`src/rtl/bram_port_arbiter_if.sv`:
```
// Requester-side and BRAM-side signals of the shared BRAM port arbiter.
// Slave modport is the arbiter's view; master is the clients/BRAM view.
interface bram_port_arbiter_if #(
    parameter int unsigned memaddrbit = 14,
    parameter int unsigned width      = 8,
    parameter int unsigned nreq       = 4
);
    logic [nreq-1:0]            req;
    logic [nreq-1:0]            req_we;
    logic [nreq*memaddrbit-1:0] req_addr;
    logic [nreq*width-1:0]      req_wdata;
    logic [nreq-1:0]            gnt;
    logic [nreq-1:0]            rvalid;
    logic [width-1:0]           rdata;
    logic                       bram_wea;
    logic [memaddrbit-1:0]      bram_addr;
    logic [width-1:0]           bram_din;
    logic [width-1:0]           bram_dout;
    logic                       busy;

    modport slave (
        input  req, req_we, req_addr, req_wdata, bram_dout,
        output gnt, rvalid, rdata, bram_wea, bram_addr, bram_din, busy
    );

    modport master (
        output req, req_we, req_addr, req_wdata, bram_dout,
        input  gnt, rvalid, rdata, bram_wea, bram_addr, bram_din, busy
    );
endinterface

```
`src/rtl/bram_port_arbiter.sv`:
```
// Burst arbiter sharing one BRAM port: round-robin among requesters 0..nreq-2,
// debug requester nreq-1 wins at arbitration points; reads return tagged one cycle later.
module bram_port_arbiter #(
    parameter int unsigned memaddrbit = 14,
    parameter int unsigned width      = 8,
    parameter int unsigned nreq       = 4,
    parameter int unsigned max_burst  = 16
) (
    input  logic                 clk,
    input  logic                 rst,
    bram_port_arbiter_if.slave   bus
);
    localparam int unsigned OW   = $clog2(nreq);
    localparam int unsigned CW   = (max_burst > 1) ? $clog2(max_burst) : 1;
    localparam int unsigned NRR  = nreq - 1;
    localparam logic [OW-1:0] DBG      = OW'(nreq - 1);
    localparam logic [OW-1:0] RR_LAST  = OW'(nreq - 2);
    localparam logic [CW-1:0] CNT_LAST = CW'(max_burst - 1);

    localparam logic [1:0] S_IDLE = 2'd0;
    localparam logic [1:0] S_OWN  = 2'd1;
    localparam logic [1:0] S_GAP  = 2'd2;

    logic [1:0]      state, state_n;
    logic [OW-1:0]   owner, owner_n;
    logic [OW-1:0]   rr_ptr, rr_n;
    logic [CW-1:0]   burst_cnt, cnt_n;
    logic [nreq-1:0] rvalid_q, rvalid_n;
    logic [nreq-1:0] gnt_c;
    logic            grant_c;
    logic [OW-1:0]   pick_c;

    logic [memaddrbit-1:0] addr_arr  [nreq];
    logic [width-1:0]      wdata_arr [nreq];

    // Unpack the flat per-requester buses into indexable arrays
    always_comb begin
        for (int i = 0; i < int'(nreq); i++) begin
            addr_arr[i]  = bus.req_addr[i*memaddrbit +: memaddrbit];
            wdata_arr[i] = bus.req_wdata[i*width +: width];
        end
    end

    // Round-robin pick among the non-debug requesters, starting at rr_ptr
    always_comb begin
        int unsigned idx;
        logic        found;
        pick_c = rr_ptr;
        found  = 1'b0;
        idx    = 0;
        for (int unsigned k = 0; k < NRR; k++) begin
            idx = (32'(rr_ptr) + k) % NRR;
            if (!found && bus.req[idx]) begin
                pick_c = OW'(idx);
                found  = 1'b1;
            end
        end
    end

    assign grant_c = (state == S_OWN) && bus.req[owner];

    // Next-state, ownership and read-tag logic
    always_comb begin
        state_n  = state;
        owner_n  = owner;
        rr_n     = rr_ptr;
        cnt_n    = burst_cnt;
        rvalid_n = '0;
        gnt_c    = '0;
        if (grant_c) begin
            gnt_c[owner] = 1'b1;
        end
        case (state)
            S_IDLE: begin
                if (|bus.req) begin
                    state_n = S_OWN;
                    cnt_n   = '0;
                    owner_n = bus.req[DBG] ? DBG : pick_c;
                end
            end
            S_OWN: begin
                if (grant_c) begin
                    cnt_n = burst_cnt + CW'(1);
                    if (!bus.req_we[owner]) begin
                        rvalid_n[owner] = 1'b1;
                    end
                end
                if (!bus.req[owner] || (grant_c && (burst_cnt == CNT_LAST))) begin
                    state_n = S_GAP;
                    if (owner != DBG) begin
                        rr_n = (owner == RR_LAST) ? '0 : owner + OW'(1);
                    end
                end
            end
            S_GAP: begin
                state_n = S_IDLE;
            end
            default: begin
                state_n = S_IDLE;
            end
        endcase
    end

    always_ff @(posedge clk or negedge rst) begin
        if (!rst) begin
            state     <= S_IDLE;
            owner     <= '0;
            rr_ptr    <= '0;
            burst_cnt <= '0;
            rvalid_q  <= '0;
        end else begin
            state     <= state_n;
            owner     <= owner_n;
            rr_ptr    <= rr_n;
            burst_cnt <= cnt_n;
            rvalid_q  <= rvalid_n;
        end
    end

    // BRAM side is driven straight from the granted owner's slice, zero otherwise
    assign bus.gnt       = gnt_c;
    assign bus.bram_wea  = grant_c & bus.req_we[owner];
    assign bus.bram_addr = grant_c ? addr_arr[owner]  : '0;
    assign bus.bram_din  = grant_c ? wdata_arr[owner] : '0;
    assign bus.rvalid    = rvalid_q;
    assign bus.rdata     = (|rvalid_q) ? bus.bram_dout : '0;
    assign bus.busy      = (state == S_OWN);
endmodule

```
`src/flat_wrapper.sv`:
```
// flat-port wrapper written by rule: the top's interface ports become plain ports
module bram_port_arbiter_flat 
#(
    parameter int unsigned memaddrbit = 14,
    parameter int unsigned width      = 8,
    parameter int unsigned nreq       = 4,
    parameter int unsigned max_burst  = 16
)
  (clk, rst, bus_req, bus_req_we, bus_req_addr, bus_req_wdata, bus_bram_dout, bus_gnt, bus_rvalid, bus_rdata, bus_bram_wea, bus_bram_addr, bus_bram_din, bus_busy);
  bram_port_arbiter_if #(.memaddrbit(memaddrbit), .width(width), .nreq(nreq)) bus_i ();
  input  logic clk;
  input  logic rst;
  input wire logic [$bits(bus_i.req)-1:0] bus_req;
  input wire logic [$bits(bus_i.req_we)-1:0] bus_req_we;
  input wire logic [$bits(bus_i.req_addr)-1:0] bus_req_addr;
  input wire logic [$bits(bus_i.req_wdata)-1:0] bus_req_wdata;
  input wire logic [$bits(bus_i.bram_dout)-1:0] bus_bram_dout;
  output wire logic [$bits(bus_i.gnt)-1:0] bus_gnt;
  output wire logic [$bits(bus_i.rvalid)-1:0] bus_rvalid;
  output wire logic [$bits(bus_i.rdata)-1:0] bus_rdata;
  output wire logic [$bits(bus_i.bram_wea)-1:0] bus_bram_wea;
  output wire logic [$bits(bus_i.bram_addr)-1:0] bus_bram_addr;
  output wire logic [$bits(bus_i.bram_din)-1:0] bus_bram_din;
  output wire logic [$bits(bus_i.busy)-1:0] bus_busy;
  assign bus_i.req = bus_req;
  assign bus_i.req_we = bus_req_we;
  assign bus_i.req_addr = bus_req_addr;
  assign bus_i.req_wdata = bus_req_wdata;
  assign bus_i.bram_dout = bus_bram_dout;
  assign bus_gnt = bus_i.gnt;
  assign bus_rvalid = bus_i.rvalid;
  assign bus_rdata = bus_i.rdata;
  assign bus_bram_wea = bus_i.bram_wea;
  assign bus_bram_addr = bus_i.bram_addr;
  assign bus_bram_din = bus_i.bram_din;
  assign bus_busy = bus_i.busy;
  bram_port_arbiter #(.memaddrbit(memaddrbit), .width(width), .nreq(nreq), .max_burst(max_burst)) u_core (.clk(clk), .rst(rst), .bus(bus_i));
endmodule
```
`config.mk`:
```
export PLATFORM = sky130hd
export DESIGN_NAME = bram_port_arbiter_flat
export DESIGN_NICKNAME = d
export VERILOG_FILES = /design/src/rtl/bram_port_arbiter_if.sv /design/src/rtl/bram_port_arbiter.sv /design/src/flat_wrapper.sv
export SDC_FILE = /design/constraint.sdc
export NUM_CORES = 1
export LEC_CHECK = 0
export CAP_MARGIN = 20
export CORE_AREA = 2 2 56 58
export CTS_BUF_LIST = sky130_fd_sc_hd__clkbuf_16
export CTS_CLUSTER_DIAMETER = 30
export DETAILED_ROUTE_END_ITERATION = 10
export DIE_AREA = 0 0 58 60
export DONT_BUFFER_PORTS = 1
export PLACE_DENSITY = 0.82
export REMOVE_ABC_BUFFERS = 1
export SYNTH_ARGS = -nofsm -noshare
export SYNTH_HDL_FRONTEND = slang
export SYNTH_SLANG_ARGS = --single-unit
```
`constraint.sdc`:
```
create_clock -name clk -period 3.7 [get_ports clk]
set_input_delay 1.11 -clock clk [delete_from_list [all_inputs] [get_ports clk]]
set_output_delay 1.11 -clock clk [all_outputs]
set_load 0.01 [all_outputs]
```
After elaboration in Yosys (flattened, before gate mapping)
Index checks and enable logic that the tools add are counted.

cells by class
  $add $sub $neg = 4
  divide/modulo/power cells = 3
  $lt $le $gt $ge = 6
  eq/ne operators = 7
  mux-type cells = 38
  bitwise logic cells = 2
  reduce and logical (&&, ||, !) cells = 17

operators by type and width
  operator                                                     number
  less-than comparator 32 x 3 -> 1 bit, second input constant  3
  remainder unit 32 x 2 -> 32 bit, second input constant       2
  two-way mux 14 bit                                           3
  remainder unit 2 x 2 -> 32 bit, second input constant        1
  two-way mux 8 bit                                            4
  binary-select mux 14 bit (select 2 bit)                      1
  two-way mux 4 bit                                            6
  binary-select mux 8 bit (select 2 bit)                       1
  two-way mux 2 bit                                            7
  binary-select mux 1 bit (select 2 bit)                       5
  two-way mux 1 bit                                            8
  case mux 4 bit (2 select lines)                              1
  OR reduction 4 bit                                           2
  != test 2 x 1 -> 1 bit, second input constant                3
  AND reduction 3 bit                                          2
  logical AND 1 bit                                            5
  adder 4 x 1 -> 4 bit, second input constant                  1
  == test 4 bit, second input constant                         1
  case mux 2 bit (2 select lines)                              1
  AND reduction 2 bit                                          2
  adder 2 x 1 -> 3 bit, second input constant                  1
  adder 2 x 2 -> 3 bit, second input constant                  1
  greater-or-equal comparator 3 bit, second input constant     1
  logical NOT 1 bit                                            3
  other kinds (12)                                             12

word-level totals
  register bits after elaboration = 14
  bits of input ports = 106
  output and inout port bits = 40

Logic depth before layout (Yosys ltp)
Gate-level depths: netlist of run 1.

  depth after elaboration = 11
  gate-level depth with buffers = 7
  mapped depth without buffers = 6

Worst setup path after synthesis of run 1
OpenSTA, ideal clock, no wires.

  kind = input to output
  start point = in bus_req[0]
  end point = out bus_bram_addr[0]
  arrival = 2281 ps
  setup slack = 309 ps
  cell stages on the path = 5
  cells stage by stage = clkbuf_1 -> mux4_2 -> buf_2 -> clkbuf_1 -> and3_1

on the way
  cells in the longest elaborated chain, start to end = 4

RTL lines
  element                                  line                      text
  start, declared                          flat_wrapper.sv:13        input wire logic [$bits(bus_i.req)-1:0] bus_req;
  binary-select mux 1 bit (select 2 bit)   bram_port_arbiter.sv:60   assign grant_c = (state == S_OWN) && bus.req[owner];
  two-way mux 1 bit (not written as such)  bram_port_arbiter.sv:60
  logical AND 1 bit                        bram_port_arbiter.sv:60
  two-way mux 14 bit                       bram_port_arbiter.sv:123  assign bus.bram_addr = grant_c ? addr_arr[owner] : '0;
  end, declared                            flat_wrapper.sv:22        output wire logic [$bits(bus_i.bram_addr)-1:0] bus_bram_addr;

No other way between the ends. The select of a mux whose other input is x is not followed.

Worst setup path in the final report of run 1
  start point = in bus_req[3]
  end point = out bus_bram_din[7]

on the way
  cells in the longest elaborated chain, start to end = 4

RTL lines
  element                                  line                      text
  binary-select mux 1 bit (select 2 bit)   bram_port_arbiter.sv:60
  two-way mux 1 bit (not written as such)  bram_port_arbiter.sv:60
  logical AND 1 bit                        bram_port_arbiter.sv:60
  two-way mux 8 bit                        bram_port_arbiter.sv:124  assign bus.bram_din = grant_c ? wdata_arr[owner] : '0;
  end, declared                            flat_wrapper.sv:23        output wire logic [$bits(bus_i.bram_din)-1:0] bus_bram_din;

No other way between the ends. The select of a mux whose other input is x is not followed.

==> run_results.csv, run 1 <==
group,metric,value,unit
outcome,status,"completed",
die,core_area,2900,µm²
critical_path,arrival,2.07,ns
critical_path,path_cells,"mux4_2, buf_4, and3_1",
power_and_ir_drop,power.internal,795,µW
critical_path,critPathBufInv,1,
critical_path,slowest_delay,0.47,ns
sta,fin_setup_tns,0,ns
finish,drive_above_1_share,0.247,
power_and_ir_drop,clockPowerShare,0.143,
power_and_ir_drop,vdd_drop_max,0.000569,V
critical_path,cp_top_family,"multiplexers",
power_and_ir_drop,total_power,1.44,mW
clocking,cts_buffers,3,
sta,skew,0.00328,ns
clocking,clock_path_buffers,2,
routing,via_per_inst,7.51,
clocking,htree_levels,1,
clocking,cts_setup_buffers,0,
synthesis,yosysSeqAreaShare,0.210,
critical_path,end_kind,"primary output",
die,die_w,58,µm
sta,worst_hold_slack,0.556,ns
synthesis,netlist_area,1670,µm²
routing,drt-pass1-iter-count,4,
die,initial_core_util,0.575,
critical_path,cp_slowest_cell,"mux4_2",
sta,setup_ws,0.520,ns
finish,final_cell_mix,"27 x mux4_2, 24 x and3_1, 13 x nor2b_1, 13 x dfrtp_1, 8 x nor2_1",
routing,final_antenna_net_count,0,
power_and_ir_drop,power_frac_seq,0.218,
routing,post-route-drc-count,0,
synthesis,synth-async-reset-ratio,1.00,
clocking,cts_sinks,14,
routing,drt-initial-drc-count,51,
min_path,hp-class,"in2async",
place,place_area,1680,µm²
finish,fill_cells,236,
critical_path,worstPathMaxFanout,29,
synthesis,synth_warnings,0,
die,ioPinCount,146,
sta,setup_viol,0,
sta,min_period,3.18,ns
power_and_ir_drop,power_frac_comb,0.639,
sta,hold_viol_final,0,
synthesis,synth.avg_cell_area,10.6,µm²
finish,fin_cells,184,
global_route,grt_overflow_total,0,
place,hpwlAfterDp,3.99,mm
die,die_h,60,µm
finish,area_growth,5.47,%
die,core.rowCount,20,
synthesis,synth_flop_cell,"dfrtp_1",
finish,nets,261,
sta,slew_headroom,0.323,
synthesis,netlist-cell-type-count,34,
finish,finish.instance_area,1760,µm²
clocking,cts_hold_buf,0,
place,io_buffers,0,
critical_path,startpoint_type,"input port",
critical_path,critPathKind,"in2out",
global_route,grt_pass1_vias,1458,
die,die-area,3480,µm²
power_and_ir_drop,power_leakage,0.758,nW
sta,max_freq,314,MHz
sta,worst_pin_slew,1.01,ns
global_route,grt_pass1_wl,7.06,mm
sta,final_max_slew_viol_count,0,
routing,vias,1382,
place,routabilityCongestion,0.826,
critical_path,cp.required,2.59,ns
finish,seq_area,352,µm²
synthesis,synthesis.instances,158,
sta,fin_crit_sh,0.859,
finish,layout_commonest_cell,"mux4_2",
place,dp_slack,0.525,ns
routing,wl,4.81,mm
clocking,clkTransAtPathRegs,0.05,ns
finish,utilization,0.606,
run,cap_violations,0,
clocking,cts_resized,0,
synthesis,synth_edf_count,0,
routing,wl_per_cell,26.1,µm
sta,grt_setup_unrepaired,"no",
clocking,cts_tree,"done",
clocking,clk_latency,0.25,ns
global_route,antenna_found_initial,2,
place,dp_cells,179,
power_and_ir_drop,switching_share,0.446,
power_and_ir_drop,p_per_area,816,nW/µm²
power_and_ir_drop,p_switching,641,µW
synthesis,synth-seq-cells,14,
clocking,clock-root-buffer,"clkbuf_16",
finish,multi_input_area,1230,µm²
global_route,grt_start_max_net_pins,30,
global_route,track_usage,0.281,
==> metal layers <==
metal	part of all wire	GRT usage
met1	0.36	0.336
met3	0.11	0.0887
met4	0.019	0.116
met5	0.0056	0
met2	0.50	0.471
==> final cells by class <==
type,instances,area share
Clock inverter,1,0.00213
Antenna cell,1,0.00142
Clock buffer,3,0.0426
Timing Repair Buffer,5,0.0213
Sequential cell,14,0.200
Tap cell,33,0.0235
Multi-Input combinational cell,122,0.699
Inverter,5,0.0107
==> state kept, by name (all words and copies together) (netlist names) <==
register / cells
u_core.bus.rvalid: 4
u_core.burst_cnt: 4
u_core.state: 2
u_core.rr_ptr: 2
u_core.owner: 2
==> cell families (layout without fill, tap and decap cells) <==
logic type / count (synthesis) / after routing / share of synthesized area
other cells: 0 / 1 / 0
xor+xnor: 2 / 2 / 0.0105
compound gates: 16 / 16 / 0.0667
mux: 32 / 32 / 0.394
buf+inv: 22 / 14 / 0.0532
simple gates: 68 / 68 / 0.235
flops: 14 / 14 / 0.210
fa+ha+maj: 4 / 4 / 0.0300
==> worst paths after layout <==
kind / from / to / slack, ns / cells after the start
setup / recovery: bus_req[3] / bus_bram_din[7] / 0.52 / 3
hold / removal: rst / u_core.bus.rvalid[2] / 0.56 / 0
setup reg to reg: u_core.owner[0] / u_core.rr_ptr[0] / 1.46 / 5
hold reg to reg: u_core.burst_cnt[2] / u_core.burst_cnt[2] / 0.56 / 2
max in group asynchronous: rst / u_core.owner[0] / 3.07 / 0
min in group clk: u_core.burst_cnt[2] / u_core.burst_cnt[2] / 0.56 / 2
==> cell usage after synthesis, drive strengths merged (5+ instances only) <==
master / number / area (µm²)
nor2: 8 / 30.0
inv: 5 / 18.8
dfrtp: 14 / 350
nor2b: 13 / 81.3
mux4: 27 / 608
buf: 6 / 28.8
and3: 24 / 150
mux2i: 5 / 50.1
clkbuf: 11 / 41.3
nor3: 5 / 25.0
==> power groups by stage <==
| stage | registers [mW] | clock network (mW) | logic (mW) |
|---|---|---|---|
| floorplan | 0.325 | 0 | 0.708 |
| global placement | 0.310 | 0 | 0.877 |
| detailed placement | 0.315 | 0 | 0.917 |
| CTS | 0.314 | 0.207 | 0.918 |
| global route | 0.328 | 0.213 | 1.00 |
| finish | 0.312 | 0.206 | 0.917 |
No activity file was read; power rests on OpenSTA's default activity.
==> inputs of run 2 (changes only) <==
--- a/config.mk
+++ b/config.mk
@@ -6,11 +6,11 @@
 export NUM_CORES = 1
 export LEC_CHECK = 0
 export CAP_MARGIN = 20
-export CORE_AREA = 2 2 56 58
+export CORE_AREA = 2 2 57 59
 export CTS_BUF_LIST = sky130_fd_sc_hd__clkbuf_16
 export CTS_CLUSTER_DIAMETER = 30
 export DETAILED_ROUTE_END_ITERATION = 10
-export DIE_AREA = 0 0 58 60
+export DIE_AREA = 0 0 59 61
 export DONT_BUFFER_PORTS = 1
 export PLACE_DENSITY = 0.82
 export REMOVE_ABC_BUFFERS = 1
==> constraint.sdc (replaced) <==
create_clock -name clk -period 2.85 [get_ports clk]
set_input_delay 0.855 -clock clk [delete_from_list [all_inputs] [get_ports clk]]
set_output_delay 0.855 -clock clk [all_outputs]
set_load 0.01 [all_outputs]
==> run_results.csv, run 2 (synthesis gave the netlist of run 1 again) <==
group,metric,value,unit
finish,utilization,0.607,
die,die-area,3600,µm²
clocking,cts_hold_buf,0,
die,die_w,59,µm
clocking,cts_buffers,3,
clocking,cts_sinks,14,
routing,final_antenna_net_count,0,
clocking,clock-root-buffer,"clkbuf_16",
routing,post-route-drc-count,0,
finish,final_cell_mix,"27 x mux4_2, 24 x and3_1, 13 x dfrtp_1, 12 x nor2b_1, 9 x buf_4",
routing,drt-initial-drc-count,98,
routing,via_per_inst,7.45,
die,core.rowCount,20,
finish,nets,265,
place,hpwlAfterDp,3.95,mm
finish,fin_cells,188,
clocking,clkTransAtPathRegs,0.04,ns
sta,grt_setup_unrepaired,"no",
global_route,track_usage,0.263,
finish,area_growth,7.42,%
power_and_ir_drop,power_leakage,0.774,nW
global_route,grt_pass1_wl,7.07,mm
place,routabilityCongestion,0.936,
clocking,clk_latency,0.24,ns
power_and_ir_drop,p_per_area,1050,nW/µm²
outcome,status,"completed",
sta,setup_viol,0,
global_route,grt_pass1_vias,1528,
place,dp_cells,183,
routing,drt-pass1-iter-count,4,
routing,vias,1401,
sta,skew,0.00150,ns
sta,slew_headroom,0.616,
sta,max_freq,376,MHz
global_route,grt_overflow_total,0,
sta,fin_crit_sh,0.932,
clocking,cts_tree,"done",
routing,wl,4.81,mm
min_path,hp-class,"in2async",
global_route,antenna_found_initial,1,
sta,fin_setup_tns,0,ns
clocking,cts_resized,0,
die,core_area,2950,µm²
place,io_buffers,0,
global_route,grt_start_max_net_pins,30,
die,initial_core_util,0.565,
clocking,htree_levels,1,
critical_path,path_cells,"mux4_2, buf_4, and3_1",
critical_path,cp.required,2.00,ns
critical_path,end_kind,"primary output",
critical_path,arrival,1.80,ns
sta,final_max_slew_viol_count,0,
clocking,cts_setup_buffers,0,
die,die_h,61,µm
finish,layout_commonest_cell,"mux4_2",
critical_path,startpoint_type,"input port",
critical_path,cp_slowest_cell,"mux4_2",
critical_path,worstPathMaxFanout,29,
routing,wl_per_cell,25.6,µm
power_and_ir_drop,vdd_drop_max,0.000443,V
sta,hold_viol_final,0,
sta,worst_pin_slew,0.574,ns
run,cap_violations,0,
clocking,clock_path_buffers,2,
finish,drive_above_1_share,0.273,
die,ioPinCount,146,
critical_path,critPathKind,"in2out",
sta,min_period,2.66,ns
finish,fill_cells,238,
critical_path,slowest_delay,0.46,ns
[run 2: area by class of cell]
type / instances / area, µm² / area share
Timing Repair Buffer: 9 / 67.6 / 0.0377
Antenna cell: 1 / 2.50 / 0.00140
Multi-Input combinational cell: 122 / 1230 / 0.687
Clock inverter: 1 / 3.75 / 0.00209
Inverter: 5 / 18.8 / 0.0105
Clock buffer: 3 / 75.1 / 0.0419
Tap cell: 33 / 41.3 / 0.0230
Sequential cell: 14 / 352 / 0.196
[run 2: final timing paths]
check	slack (ns)	end	cells after the start	start
hold reg to reg	0.55	u_core.burst_cnt[1]	2	u_core.burst_cnt[1]
setup / recovery	0.19	bus_bram_addr[5]	3	bus_req[3]
max in group asynchronous	2.47	u_core.owner[0]	0	rst
setup reg to reg	0.67	u_core.owner[0]	6	u_core.rr_ptr[0]
min in group clk	0.55	u_core.burst_cnt[1]	2	u_core.burst_cnt[1]
hold / removal	0.31	u_core.owner[0]	0	rst
[run 2: critical path, delay by kind of cell]
family | cells | cell delay [ns]
buffers and inverters | 1 | 0.23
multiplexers | 1 | 0.46
AND/OR/NAND/NOR | 1 | 0.24
[run 2: stage by stage]
step           power [mW]  setup slack (ns)  hold WS [ns]  area, µm²
2_1_floorplan        1.34            -0.487         0.485       1600
5_1_grt              2.02             0.173         0.297       1790
3_3_place_gp         1.56             0.209         0.510       1710
4_1_cts              1.89             0.203         0.305       1790
6_report             1.89             0.193         0.307       1790
3_5_place_dp         1.62             0.211         0.534       1710
[run 2: where the power goes]
group / internal (mW) / switching [mW]
registers: 0.262 / 0.0757
clock network: 0.185 / 0.0765
logic: 0.612 / 0.676
[run 2: routing by layer]
layer | vias up | part of all wire | track usage
met4 | 0 | 0.015 | 0.0682
met1 | 675 | 0.36 | 0.289
met3 | 7 | 0.090 | 0.0512
met2 | 110 | 0.53 | 0.516
li1 | 609 | - | -
met5 | - | 0 | 0
==> inputs of run 3 (changes only) <==
--- a/config.mk
+++ b/config.mk
@@ -6,13 +6,13 @@
 export NUM_CORES = 1
 export LEC_CHECK = 0
 export CAP_MARGIN = 20
-export CORE_AREA = 2 2 57 59
+export CELL_PAD_IN_SITES_DETAIL_PLACEMENT = 0
+export CELL_PAD_IN_SITES_GLOBAL_PLACEMENT = 1
+export CORE_UTILIZATION = 20
 export CTS_BUF_LIST = sky130_fd_sc_hd__clkbuf_16
 export CTS_CLUSTER_DIAMETER = 30
 export DETAILED_ROUTE_END_ITERATION = 10
-export DIE_AREA = 0 0 59 61
-export DONT_BUFFER_PORTS = 1
-export PLACE_DENSITY = 0.82
+export PLACE_DENSITY = 0.86
 export REMOVE_ABC_BUFFERS = 1
 export SYNTH_ARGS = -nofsm -noshare
 export SYNTH_HDL_FRONTEND = slang
==> run_results.csv, run 3 (synthesis gave the netlist of run 1 again) <==
group,metric,value,unit
outcome,status,"finished with violations",
outcome,violations,"negative setup slack",
global_route,antenna_found_initial,0,
critical_path,timing.rr.end,"u_core.rr_ptr[0]",
power_and_ir_drop,p_switching,1.06,mW
routing,wl,6.51,mm
sta,fin_setup_tns,-1.33,ns
clocking,cts_tree,"done",
sta,fin_crit_sh,1.04,
global_route,grt_pass1_vias,2141,
finish,final_cell_mix,"66 x clkdlybuf4s50_1, 31 x buf_6, 28 x dlymetal6s2s_1, 27 x mux4_2, 23 x and3_4",
routing,drt-initial-drc-count,78,
finish,multi_input_area,1370,µm²
min_path,hp-class,"reg2reg",
sta,final_max_slew_viol_count,0,
clocking,cts_sinks,14,
critical_path,end_kind,"primary output",
die,core_area,7890,µm²
place,routabilityCongestion,0.811,
critical_path,critPathCapture,"bus_bram_din[0]",
global_route,grt_pass1_wl,10.0,mm
power_and_ir_drop,total_power,2.79,mW
finish,area_growth,124,%
critical_path,worstPathMaxFanout,5,
critical_path,arrival,2.10,ns
die,die-area,8720,µm²
die,initial_core_util,0.212,
finish,nets,426,
sta,max_freq,338,MHz
routing,final_antenna_net_count,0,
clocking,clock-root-buffer,"clkbuf_16",
finish,fin_cells,417,
critical_path,critical_path.startpoint,"bus_req[3]",
power_and_ir_drop,power_frac_seq,0.121,
finish,seq_area,352,µm²
clocking,clk_latency,0.24,ns
sta,worst_pin_slew,0.609,ns
place,dp_slack,-0.688,ns
finish,finish.instance_area,3730,µm²
global_route,grt_start_max_net_pins,32,
critical_path,startpoint_type,"input port",
clocking,clock_path_buffers,2,
routing,via_per_inst,4.76,
critical_path,cp.required,2.00,ns
power_and_ir_drop,clockPowerShare,0.094,
sta,setup_ws,-0.109,ns
power_and_ir_drop,vdd_drop_max,0.000264,V
power_and_ir_drop,power_leakage,1.82,nW
critical_path,r2r_start,"u_core.owner[0]",
routing,wl_per_cell,15.6,µm
run,cap_violations,0,
place,place_area,3330,µm²
finish,fill_cells,731,
finish,utilization,0.474,
global_route,grt_overflow_total,0,
place,hpwlAfterDp,4.96,mm
global_route,grt_use_met1,0.159,
place,io_buffers,145,
clocking,clkTransAtPathRegs,0.04,ns
sta,worst_hold_slack,0.544,ns
global_route,grt-busiest-layer,"met2",
finish,diodes,0,
critical_path,rrSetupSlack,0.52,ns
die,core.rowCount,32,
global_route,use_met3,0.0268,
sta,slew_headroom,0.593,
power_and_ir_drop,p_per_area,748,nW/µm²
clocking,htree_levels,1,
power_and_ir_drop,power.internal,1.73,mW
finish,layout_commonest_cell,"clkdlybuf4s50_1",
critical_path,critPathKind,"in2out",
die,ioPinCount,146,
sta,skew,0.000997,ns
critical_path,worstRegToRegCells,9,
power_and_ir_drop,switching_share,0.379,
clocking,cts_buffers,3,
routing,vias,1985,
global_route,use_met2,0.295,
sta,hold_viol_final,0,
global_route,track_usage,0.149,
sta,grt_setup_unrepaired,"yes",
die,die_w,93.4,µm
die,die_h,93.4,µm
routing,post-route-drc-count,0,
finish,drive_above_1_share,0.365,
routing,drt-pass1-iter-count,4,
sta,setup_viol,25,
place,dp_cells,404,
power_and_ir_drop,power_frac_comb,0.785,
sta,min_period,2.96,ns
run 3: changes by cell type in the layout (fill, tap and decap cells not counted), moves of 6 or more:
cell | before | now
dlymetal6s2s_1 | 0 | 28
buf_6 | 0 | 31
and3_4 | 0 | 23
dlygate4sd2_1 | 0 | 20
and3_1 | 24 | 1
clkdlybuf4s50_1 | 0 | 66
buf_4 | 9 | 15
run 3: area by class of cell:
cell class	count	area share
repair buffers	170	0.480
multi-input cells	122	0.365
flip-flops and latches	14	0.0941
well taps	102	0.0342
clock buffers	3	0.0201
inverters	5	0.00503
clock inverters	1	0.00101
run 3: layer usage:
metal	share of wire	vias up
met4	0.0081	0
met2	0.57	97
met3	0.081	4
met5	0	-
li1	-	933
met1	0.34	951
run 3: worst min path at each step:
| stage | slack (ns) | end | startpoint | cells past startpoint |
|---|---|---|---|---|
| 2_1_floorplan | 0.48 | u_core.burst_cnt[1] | u_core.burst_cnt[1] | 2 |
| 3_3_place_gp | 0.52 | u_core.burst_cnt[1] | u_core.burst_cnt[1] | 2 |
| 3_5_place_dp | 0.54 | u_core.burst_cnt[1] | u_core.burst_cnt[1] | 2 |
| 4_1_cts | 0.55 | u_core.burst_cnt[1] | u_core.burst_cnt[1] | 2 |
| 5_1_grt | 0.57 | u_core.burst_cnt[1] | u_core.burst_cnt[1] | 2 |
| 6_report | 0.54 | u_core.burst_cnt[1] | u_core.burst_cnt[1] | 2 |
run 3: repair_timing:
item                                    CTS  global route
gates cloned                              2             0
hold buffers                              0             0
pin swaps                                11            11
resized for setup                       197            38
endpoints found under the setup margin   29            31
hold endpoints to repair                  0             0
buffers inserted                          5             2
run 3: power groups by stage:
stage / logic [mW] / clock network, mW / registers [mW]
floorplan: 0.919 / 0 / 0.421
global placement: 1.83 / 0 / 0.340
detailed placement: 1.86 / 0 / 0.339
CTS: 2.18 / 0.266 / 0.338
global route: 2.37 / 0.279 / 0.346
finish: 2.19 / 0.262 / 0.339
run 3: critical path: stages:
cell and delay [ns]:
buf_6 0.09, mux4_2 0.49, buf_6 0.14, buf_6 0.12, buf_16 0.13, and3_4 0.16
buf_6 0.11
